[src/rtl/fp_pkg.sv]
// Shared IEEE-754 single-precision definitions for the FP datapath.
// Provides the field layout, the exponent bias, a packed operand struct and the
// state type of the float-to-integer converter FSM.
package fp_pkg;

   localparam int unsigned FP_BIAS = 127;
   localparam int unsigned EXP_W   = 8;
   localparam int unsigned FRAC_W  = 23;

   // Bit positions of the fields inside a 32-bit word.
   localparam int unsigned SIGN_BIT = 31;
   localparam int unsigned EXP_MSB  = 30;
   localparam int unsigned EXP_LSB  = 23;
   localparam int unsigned FRAC_MSB = 22;

   typedef struct packed {
      logic              sign;
      logic [EXP_W-1:0]  exp;
      logic [FRAC_W-1:0] frac;
   } fp32_t;

   typedef enum logic [1:0] {
      IDLE,
      CLASS,
      SHIFT,
      DONE
   } f2i_state_t;

endpackage

[src/rtl/fp_to_int_converter_if.sv]
// Request/response bundle of the float-to-integer converter.
//   start, a                        : request from the producer (master)
//   busy, done, result, overflow,
//   invalid                         : status and result from the converter (slave)
interface fp_to_int_converter_if #(
   parameter int unsigned INT_W = 32
);

   logic             start;
   logic [31:0]      a;
   logic             busy;
   logic             done;
   logic [INT_W-1:0] result;
   logic             overflow;
   logic             invalid;

   modport master (
      output start,
      output a,
      input  busy,
      input  done,
      input  result,
      input  overflow,
      input  invalid
   );

   modport slave (
      input  start,
      input  a,
      output busy,
      output done,
      output result,
      output overflow,
      output invalid
   );

endinterface

[src/rtl/fp_classify.sv]
// Combinational field decode of an IEEE-754 single-precision word.
// Shared by the converter and the adder path.
//   a_i        : operand {sign, exp[7:0], frac[22:0]}
//   sign_o     : sign bit
//   is_zero_o  : exponent field is 0 (zero or denormal)
//   is_inf_o   : exponent all ones, fraction zero
//   is_nan_o   : exponent all ones, fraction non-zero
//   exp_unb_o  : unbiased exponent exp-127 (signed)
//   mant_o     : significand with hidden bit, {exp!=0, frac}
module fp_classify
   import fp_pkg::*;
(
   input  logic [31:0]       a_i,
   output logic              sign_o,
   output logic              is_zero_o,
   output logic              is_inf_o,
   output logic              is_nan_o,
   output logic signed [9:0] exp_unb_o,
   output logic [23:0]       mant_o
);

   logic [EXP_W-1:0]  exp_fld;
   logic [FRAC_W-1:0] frac_fld;
   logic              frac_zero;

   always_comb begin
      exp_fld   = a_i[EXP_MSB:EXP_LSB];
      frac_fld  = a_i[FRAC_MSB:0];
      frac_zero = (frac_fld == '0);
      sign_o    = a_i[SIGN_BIT];
      is_zero_o = (exp_fld == '0);
      is_inf_o  = (&exp_fld) && frac_zero;
      is_nan_o  = (&exp_fld) && !frac_zero;
      exp_unb_o = $signed(10'(exp_fld) - 10'(FP_BIAS));
      // Hidden bit is only present for normal numbers.
      mant_o    = {!is_zero_o, frac_fld};
   end

endmodule

[src/rtl/fp_to_int_converter.sv]
// Multi-cycle IEEE-754 single precision to signed integer converter.
// Truncates toward zero, saturates out-of-range values, flags Inf/NaN as invalid.
// The significand is aligned one bit per cycle in a 32-bit shift register.
//   clk, rst_n : clock, asynchronous active-low reset
//   bus        : slave side of fp_to_int_converter_if
//                start/a in; busy, done, result, overflow, invalid out
module fp_to_int_converter
   import fp_pkg::*;
#(
   parameter int unsigned INT_W = 32
) (
   input logic                 clk,
   input logic                 rst_n,
   fp_to_int_converter_if.slave bus
);

   localparam logic [INT_W-1:0] IntMax = {1'b0, {(INT_W-1){1'b1}}};
   localparam logic [INT_W-1:0] IntMin = {1'b1, {(INT_W-1){1'b0}}};
   localparam logic signed [9:0] EMax  = 10'(INT_W - 1);
   localparam logic signed [9:0] FracPt = 10'(FRAC_W);

   f2i_state_t       state_q;
   fp32_t            op_q;
   logic [4:0]       cnt_q;
   logic             dir_left_q;
   logic [31:0]      sh_q;
   logic             ovf_pend_q;
   logic             inv_pend_q;
   logic             sat_neg_q;
   logic             busy_q;
   logic             done_q;
   logic [INT_W-1:0] result_q;
   logic             overflow_q;
   logic             invalid_q;

   logic              cls_sign;
   logic              cls_zero;
   logic              cls_inf;
   logic              cls_nan;
   logic signed [9:0] cls_exp;
   logic [23:0]       cls_mant;
   logic              cls_ovf;

   fp_classify u_classify (
      .a_i       (op_q),
      .sign_o    (cls_sign),
      .is_zero_o (cls_zero),
      .is_inf_o  (cls_inf),
      .is_nan_o  (cls_nan),
      .exp_unb_o (cls_exp),
      .mant_o    (cls_mant)
   );

   // -2^(INT_W-1) is the one value with e == INT_W-1 that still fits.
   always_comb begin
      cls_ovf = (cls_exp > EMax) ||
                ((cls_exp == EMax) && !(cls_sign && (op_q.frac == '0)));
   end

   always_ff @(posedge clk or negedge rst_n) begin
      if (!rst_n) begin
         state_q    <= IDLE;
         op_q       <= '0;
         cnt_q      <= '0;
         dir_left_q <= 1'b0;
         sh_q       <= '0;
         ovf_pend_q <= 1'b0;
         inv_pend_q <= 1'b0;
         sat_neg_q  <= 1'b0;
         busy_q     <= 1'b0;
         done_q     <= 1'b0;
         result_q   <= '0;
         overflow_q <= 1'b0;
         invalid_q  <= 1'b0;
      end else begin
         done_q <= 1'b0;
         unique case (state_q)
            IDLE: begin
               if (bus.start) begin
                  op_q    <= bus.a;
                  busy_q  <= 1'b1;
                  state_q <= CLASS;
               end
            end
            CLASS: begin
               sh_q       <= {8'd0, cls_mant};
               ovf_pend_q <= 1'b0;
               inv_pend_q <= 1'b0;
               sat_neg_q  <= cls_sign;
               cnt_q      <= '0;
               state_q    <= DONE;
               if (cls_inf || cls_nan) begin
                  inv_pend_q <= 1'b1;
                  // NaN saturates positive regardless of its sign bit.
                  sat_neg_q  <= cls_sign && cls_inf;
               end else if (cls_zero || (cls_exp < 10'sd0)) begin
                  sh_q <= '0;
               end else if (cls_ovf) begin
                  ovf_pend_q <= 1'b1;
               end else begin
                  cnt_q      <= 5'((cls_exp >= FracPt) ? (cls_exp - FracPt) : (FracPt - cls_exp));
                  dir_left_q <= (cls_exp >= FracPt);
                  if (cls_exp != FracPt) begin
                     state_q <= SHIFT;
                  end
               end
            end
            SHIFT: begin
               // Right shifts drop fraction bits, which is truncation toward zero.
               sh_q  <= dir_left_q ? {sh_q[30:0], 1'b0} : {1'b0, sh_q[31:1]};
               cnt_q <= cnt_q - 5'd1;
               if (cnt_q == 5'd1) begin
                  state_q <= DONE;
               end
            end
            DONE: begin
               if (ovf_pend_q || inv_pend_q) begin
                  result_q <= sat_neg_q ? IntMin : IntMax;
               end else begin
                  result_q <= op_q.sign ? INT_W'(-sh_q) : INT_W'(sh_q);
               end
               overflow_q <= ovf_pend_q;
               invalid_q  <= inv_pend_q;
               done_q     <= 1'b1;
               busy_q     <= 1'b0;
               state_q    <= IDLE;
            end
         endcase
      end
   end

   assign bus.busy     = busy_q;
   assign bus.done     = done_q;
   assign bus.result   = result_q;
   assign bus.overflow = overflow_q;
   assign bus.invalid  = invalid_q;

endmodule
[src/flat_wrapper.sv]
// flat-port wrapper written by rule: the top's interface ports become plain ports
module fp_to_int_converter_flat import fp_pkg::*;
#(
   parameter int unsigned INT_W = 32
)
  (clk, rst_n, bus_start, bus_a, bus_busy, bus_done, bus_result, bus_overflow, bus_invalid);
  fp_to_int_converter_if #(.INT_W(INT_W)) bus_i ();
  input logic clk;
  input logic rst_n;
  input wire logic [$bits(bus_i.start)-1:0] bus_start;
  input wire logic [$bits(bus_i.a)-1:0] bus_a;
  output wire logic [$bits(bus_i.busy)-1:0] bus_busy;
  output wire logic [$bits(bus_i.done)-1:0] bus_done;
  output wire logic [$bits(bus_i.result)-1:0] bus_result;
  output wire logic [$bits(bus_i.overflow)-1:0] bus_overflow;
  output wire logic [$bits(bus_i.invalid)-1:0] bus_invalid;
  assign bus_i.start = bus_start;
  assign bus_i.a = bus_a;
  assign bus_busy = bus_i.busy;
  assign bus_done = bus_i.done;
  assign bus_result = bus_i.result;
  assign bus_overflow = bus_i.overflow;
  assign bus_invalid = bus_i.invalid;
  fp_to_int_converter #(.INT_W(INT_W)) u_core (.clk(clk), .rst_n(rst_n), .bus(bus_i));
endmodule
[config.mk]
export PLATFORM = sky130hd
export DESIGN_NAME = fp_to_int_converter_flat
export DESIGN_NICKNAME = d
export VERILOG_FILES = /design/src/rtl/fp_pkg.sv /design/src/rtl/fp_to_int_converter_if.sv /design/src/rtl/fp_classify.sv /design/src/rtl/fp_to_int_converter.sv /design/src/flat_wrapper.sv
export SDC_FILE = /design/constraint.sdc
export NUM_CORES = 1
export LEC_CHECK = 0
export ABC_AREA = 1
export BUFFER_PORTS_ARGS = -buffer_cell sky130_fd_sc_hd__buf_2
export CORE_AREA = 2 2 108 110
export DETAILED_ROUTE_END_ITERATION = 7
export DIE_AREA = 0 0 110 112
export GPL_ROUTABILITY_DRIVEN = 0
export PLACE_DENSITY = 0.8
export SYNTH_ARGS = -nofsm -noshare
export SYNTH_HDL_FRONTEND = slang
export SYNTH_HIERARCHICAL = 1
export SYNTH_SLANG_ARGS = --single-unit
[constraint.sdc]
create_clock -name clk -period 2.95 [get_ports clk]
set_input_delay 0.295 -clock clk [delete_from_list [all_inputs] [get_ports clk]]
set_output_delay 0.295 -clock clk [all_outputs]
set_load 0.02 [all_outputs]
# Word level (Yosys, flattened, before mapping)
# Cells that the tools add are included.
[word_totals] mem_bits_rw=0 mem_count=0 wordCells=83 rom_bits=0 register_bits=111 latch_bits=0 in_bits=35 out_inout_bits=36
[classes] div=0 muxes=27 n_shift=0 mul=0 add_sub_neg=5 order_cmp=3 n_eq_ne=8 n_reduce_logical=22 n_bitwise=3
[ops] cell="2-to-1 mux 32 bit" n=5
[ops] cell="case mux 32 bit (2 select lines)" n=1
[ops] cell="negation 32 bit" n=1
[ops] cell="2-to-1 mux 24 bit" n=1
[ops] cell="zero test 23 bit" n=1
[ops] cell="2-to-1 mux 5 bit" n=4
[ops] cell="2-to-1 mux 2 bit" n=5
[ops] cell="case mux 5 bit (2 select lines)" n=1
[ops] cell="equality test 9 x 6 -> 1 bit (second input constant)" n=1
[ops] cell=">= comparator 9 x 6 -> 1 bit (second input constant)" n=1
[ops] cell="> comparator 9 x 6 -> 1 bit (second input constant)" n=1
[ops] cell="< comparator 9 x 1 -> 1 bit (second input constant)" n=1
[ops] cell="inequality test 9 x 6 -> 1 bit (second input constant)" n=1
[ops] cell="subtractor 8 x 7 -> 9 bit (second input constant)" n=1
[ops] cell="zero test 8 bit" n=1
[ops] cell="2-to-1 mux 1 bit" n=8
[ops] cell="case mux 2 bit (4 select lines)" n=1
[ops] cell="AND reduction 8 bit" n=1
[ops] cell="AND reduction 2 bit" n=3
[ops] cell="equality test 5 x 1 -> 1 bit (second input constant)" n=1
[ops] cell="logical AND 1 bit" n=5
[ops] cell="subtractor 5 x 1 -> 5 bit (second input constant)" n=1
[ops] cell="subtractor 5 bit (first input constant)" n=1
[ops] cell="subtractor 5 bit (second input constant)" n=1
[ops] cell="other kinds (11)" n=20

# Longest topological paths before layout
[depth] depth_word=9 mapped_depth=17

# Cells and area by module
# Netlist, hierarchy kept.
[modules_own_cells] module="fp_to_int_converter" cells_each=805 area_each_um2=6113.4 instances=1
[modules_own_cells] module="fp_classify" cells_each=83 area_each_um2=483.0 instances=1

# Worst setup path after synthesis
# No wires, ideal clock.
[synth_path] path_type="register to register" start="reg u_core/op_q[23] in the netlist's numbering" end="reg u_core.cnt_q[2]" synth_period_minus_slack_ps=2088 stages_incl_launch_ff=18 t_required_ps=2833 slack_ps=862 arrival_ps=1971 setup_time_ps=117 cell_sequence="dfrtp_1 ha_1 nand3_2 nor2_2 nand2_2 inv_1 nor2_1 buf_4 nor3_2 nand2_1 nor2_1 nand3_1 nand2_2 nand2_1 nand2_1 nor2_1 nor2_1 nor2_1"
[synth_between] elab_chain_len=8
[synth_lines] element="start, declared" line="fp_to_int_converter.sv:23" source="fp32_t op_q;"
[synth_lines] element="start signal, assigned" line="fp_to_int_converter.sv:80" source="op_q <= bus.a;"
[synth_lines] element="subtractor 8 x 7 -> 9 bit *" line="fp_classify.sv:34" source="exp_unb_o = $signed(10'(exp_fld) - 10'(FP_BIAS));"
[synth_lines] element="named net u_core.cls_exp[8]" line="fp_to_int_converter.sv:40" source="logic signed [9:0] cls_exp;"
[synth_lines] element="branches (longest 4 deep; another with >= comparator 9 x 6 -> 1 bit)"
[synth_lines] element="2-to-1 mux 5 bit *" line="fp_to_int_converter.sv:96" source="end else if (cls_zero || (cls_exp < 10'sd0)) begin"
[synth_lines] element="2-to-1 mux 5 bit *" line="fp_to_int_converter.sv:92" source="if (cls_inf || cls_nan) begin"
[synth_lines] element="case mux 5 bit (2 select lines) *" line="fp_to_int_converter.sv:77" source="unique case (state_q)"
[synth_lines] element="end signal, assigned" line="fp_to_int_converter.sv:101" source="cnt_q <= 5'((cls_exp >= FracPt) ? (cls_exp - FracPt) : (FracPt - cls_exp));"
[synth_lines] element="end signal, assigned" line="fp_to_int_converter.sv:111" source="cnt_q <= cnt_q - 5'd1;"
[synth_lines] element="end, declared" line="fp_to_int_converter.sv:24" source="logic [4:0] cnt_q;"
# Mark *: on every way through the listed nets, which the timed path passes.
# A chain may end at the register's enable or synchronous reset.

# Worst setup path in the final report
[layout_path] start="reg u_core/op_q[23] in the netlist's numbering" end="reg u_core.sh_q[14]"
[layout_between] elab_chain_len=6
[layout_lines] element="subtractor 8 x 7 -> 9 bit" line="fp_classify.sv:34"
[layout_lines] element="named net u_core.cls_exp[8]" line="fp_to_int_converter.sv:40"
[layout_lines] element="< comparator 9 x 1 -> 1 bit" line="fp_to_int_converter.sv:96"
[layout_lines] element="logical OR 1 bit" line="fp_to_int_converter.sv:96"
[layout_lines] element="2-to-1 mux 24 bit" line="fp_to_int_converter.sv:96"
[layout_lines] element="2-to-1 mux 32 bit" line="fp_to_int_converter.sv:92"
[layout_lines] element="case mux 32 bit (2 select lines)" line="fp_to_int_converter.sv:77"
[layout_lines] element="end signal, assigned" line="fp_to_int_converter.sv:86" source="sh_q <= {8'd0, cls_mant};"
[layout_lines] element="end signal, assigned" line="fp_to_int_converter.sv:110" source="sh_q <= dir_left_q ? {sh_q[30:0], 1'b0} : {1'b0, sh_q[31:1]};"
[layout_lines] element="end, declared" line="fp_to_int_converter.sv:26" source="logic [31:0] sh_q;"
# The timed path passes the listed nets, and every way through them passes these cells.

==> flow_metrics.tcl <==
set metrics [dict create \
    outcome "complete, but fails checks" \
    failed_checks "hold timing" \
    pre_cts_ws_ns 0.527 \
    crit_path_end_kind "register" \
    hold_viol 19 \
    worst_slack_ns 0.491 \
    p_int_uw 4700 \
    final_antenna_net_count 0 \
    hold_path_class "in2async" \
    cts_buffers 9 \
    cts_tree "yes" \
    dpl.hpwl_mm 10.8 \
    synth_compound_area_share_pct 18.2 \
    highest_layer "met4" \
    die_w_um 110 \
    drv_cap 0 \
    period_needed_ns 2.46 \
    cts_hold_buf 0 \
    core_area_mm2 0.0112 \
    grt_pass1_wl_mm 25.5 \
    post_cts_resized 0 \
    p_comb_share_pct 54.5 \
    r2r_cells 11 \
    nets 959 \
    wl_met1_mm 7.38 \
    cp.arrival_ns 2.68 \
    fin_cells 1061 \
    io_pins 71 \
    n_antenna_cell 0 \
    slew_headroom_pct 45.8 \
    power_frac_clock_pct 12.8 \
    grt_pass1_vias 5355 \
    grt_max_degree 57 \
    p_leak_uw 0.00342 \
    drc 0 \
    p_seq_share_pct 32.7 \
    drt_iter0_markers 563 \
    htreeDepth 3 \
    drt_wl_total_mm 15.4 \
    rsz0062_at_grt "no" \
    p_switching_uw 4690 \
    drive_gt1_share_pct 14.7 \
    avgRoutedWirePerCell_um 14.5 \
    synth_top_family_by_area "simple AND/OR/NAND/NOR gates" \
    switching_share_pct 49.9 \
    synth_area_mm2 0.00660 \
    firstDrtPassIters 5 \
    synth-simple-area-share_pct 26.8 \
    portBuffers 70 \
    nFillCells 1002 \
    post-route-util_pct 64.1 \
    worstSetupPathType "reg2reg" \
    ys_seq_area_share_pct 42.1 \
    wl_met3_um 867 \
    root_buffer "clkbuf_16" \
    clock_latency_ns 0.35 \
    clk_path_buf_depth 2 \
    wl_met2_mm 6.90 \
    clkSlewWorstSetupHoldPaths_ns 0.07 \
    grt.total_usage_pct 26.1 \
    row_count 39 \
    syn-num-nets 933 \
    post_cts_buffers 0 \
    overflow 0 \
    vias 5980 \
    ys_seq_elements 111 \
    yosysWarnings 6 \
    initial_utilization_pct 59.0 \
    worstMarginPinSlew_ns 0.812 \
    dieArea_mm2 0.0123 \
    crit_path_start_kind "register" \
    max_freq_ghz 0.407 \
    antenna_found_initial 0 \
    setup-violations-final 0 \
    avgSynthCellArea_um2 7.43 \
    synthMuxAreaShare_pct 0 \
    holdWs_ns -0.00584 \
    crit_required_ns 3.17 \
    dpl.cell_count 1046 \
    synth.distinct_cells 41 \
    clkSinkCount 111 \
    r2r-start "u_core/op_q[23]" \
    syn_inst 888 \
    die_h_um 112 \
    synth-adder-area-share_pct 1.90 \
    fin_tns_setup_ns 0 \
    yosys.area_share.xor_xnor_pct 1.33 \
    period_share_pct 83.4 \
    r2r-end "u_core/sh_q[14]" \
    peakVddDrop_mv 0.580 \
    p_per_area_mw_per_mm2 1310 \
    worstPathMaxFanout 24 \
    skew_ns 0.00686 \
    viasPerCell 5.64 \
    drv_slew 0 \
    rrSetupSlack_ns 0.49 \
    syn2layout_area_growth_pct 8.54 \
]
worst max-delay path by stage:
stage	cells past startpoint	from	slack, ns	to
final	11	u_core/op_q[23]	0.49	u_core/sh_q[14]
after global routing	11	u_core/op_q[23]	0.19	u_core/sh_q[20]
after CTS	11	u_core/op_q[23]	0.52	u_core/sh_q[14]
after detailed placement	11	u_core/op_q[23]	0.53	u_core/sh_q[14]
after global placement	11	u_core/op_q[23]	0.63	u_core/sh_q[14]
after floorplan	17	u_core/op_q[23]	0.86	u_core/cnt_q[2]
layout by cell type (no fill, tap or decap), drive strengths merged:
cell type  netlist  final
a31oi           25     25
clkinvlp         0      3
xnor2            3      3
o221ai           1      1
nand3           51     51
nand2          198    198
a22oi           23     23
inv             73     73
clkinv           0      2
nor2           136    136
o32ai            1      1
a21oi           79     79
ha              10     10
o22ai            1      1
bufinv           0      1
o21ai           74     74
a211oi           1      1
o31ai            2      2
xor2             7      7
nand3b           1      1
clkbuf          28      9
nor3             6      6
buf             39     82
a21boi           1      1
dfrtp          111    111
o211ai           5      5
nand4            9      9
and3             1      1
or2              1      1
nor4             1      1
layer usage:
| metal | GRT usage [%] | vias up |
|---|---|---|
| met1 | 38.7 | 2798 |
| li1 | - | 2961 |
| met2 | 39.0 | 205 |
| met4 | 9.87 | 0 |
| met3 | 2.93 | 16 |
| met5 | 0 | - |
sequential cells by signal, indices dropped and copies added, names as in the netlist:
| register | cells |
|---|---|
| u_core/sh_q | 32 |
| u_core/bus.overflow | 1 |
| u_core/state_q | 2 |
| u_core/sat_neg_q | 1 |
| u_core/op_q | 32 |
| u_core/bus.invalid | 1 |
| u_core/ovf_pend_q | 1 |
| u_core/dir_left_q | 1 |
| u_core/inv_pend_q | 1 |
| u_core/bus.busy | 1 |
| u_core/bus.result | 32 |
| u_core/bus.done | 1 |
| u_core/cnt_q | 5 |
synthesized netlist by cell type, drive strengths merged:
cell,n,share of area [%]
or2,1,0.095
a22oi,23,2.6
o211ai,5,0.57
nor3,6,0.53
o221ai,1,0.13
xnor2,3,0.40
clkbuf,28,1.6
a31oi,25,2.4
o31ai,2,0.30
a21oi,79,6.1
ha,10,1.9
inv,73,4.2
o21ai,74,5.7
dfrtp,111,42
nor4,1,0.095
nor2,136,8.8
nand2,198,12
xor2,7,0.93
o22ai,1,0.095
a211oi,1,0.11
a21boi,1,0.11
nand4,9,0.85
and3,1,0.095
nand3b,1,0.11
o32ai,1,0.13
buf,39,3.9
nand3,51,4.6
power groups by stage:
| stage | registers (uW) | clock network, uW | logic [uW] |
|---|---|---|---|
| finish | 3070 | 1200 | 5120 |
| global route | 3180 | 1280 | 5800 |
| CTS | 3050 | 1220 | 5080 |
| detailed placement | 3070 | 0 | 5050 |
| global placement | 3040 | 0 | 4910 |
| floorplan | 3130 | 0 | 3910 |
cells by family (layout without fill, tap and decap cells):
logic type / Yosys count / after routing
AO/OA/AOI/OAI: 213 / 213
XOR/XNOR: 10 / 10
adder cells (fa/ha/maj): 10 / 10
buffers and inverters: 140 / 170
flip-flops: 111 / 111
AND/OR/NAND/NOR: 404 / 404
worst max-delay path, cell delays in order, from the launching register on:
cell and delay, ns:
dfrtp_1 0.41, ha_1 0.24, nand3_2 0.11, nor2_2 0.05
nand2_2 0.08, inv_1 0.05, nor2_1 0.25, nor2_1 0.12
inv_1 0.09, nand2_1 0.48, a31oi_1 0.35, a22oi_1 0.09
metrics by stage:
stage	power (uW)	cell area [um2]
floorplan	7050	6600
global placement	7950	6870
detailed placement	8120	6870
CTS	9350	7160
global route	10300	7160
finish	9390	7160
area by class of cell:
class | instances | area (um2) | area share, %
Clock inverter | 6 | 62.6 | 0.874
Sequential cell | 111 | 2780 | 38.8
Inverter | 73 | 274 | 3.83
Tap cell | 143 | 179 | 2.50
Multi-Input combinational cell | 637 | 3190 | 44.5
Timing Repair Buffer | 82 | 455 | 6.36
Clock buffer | 9 | 225 | 3.15
Power figures use the tool's default switching activity.
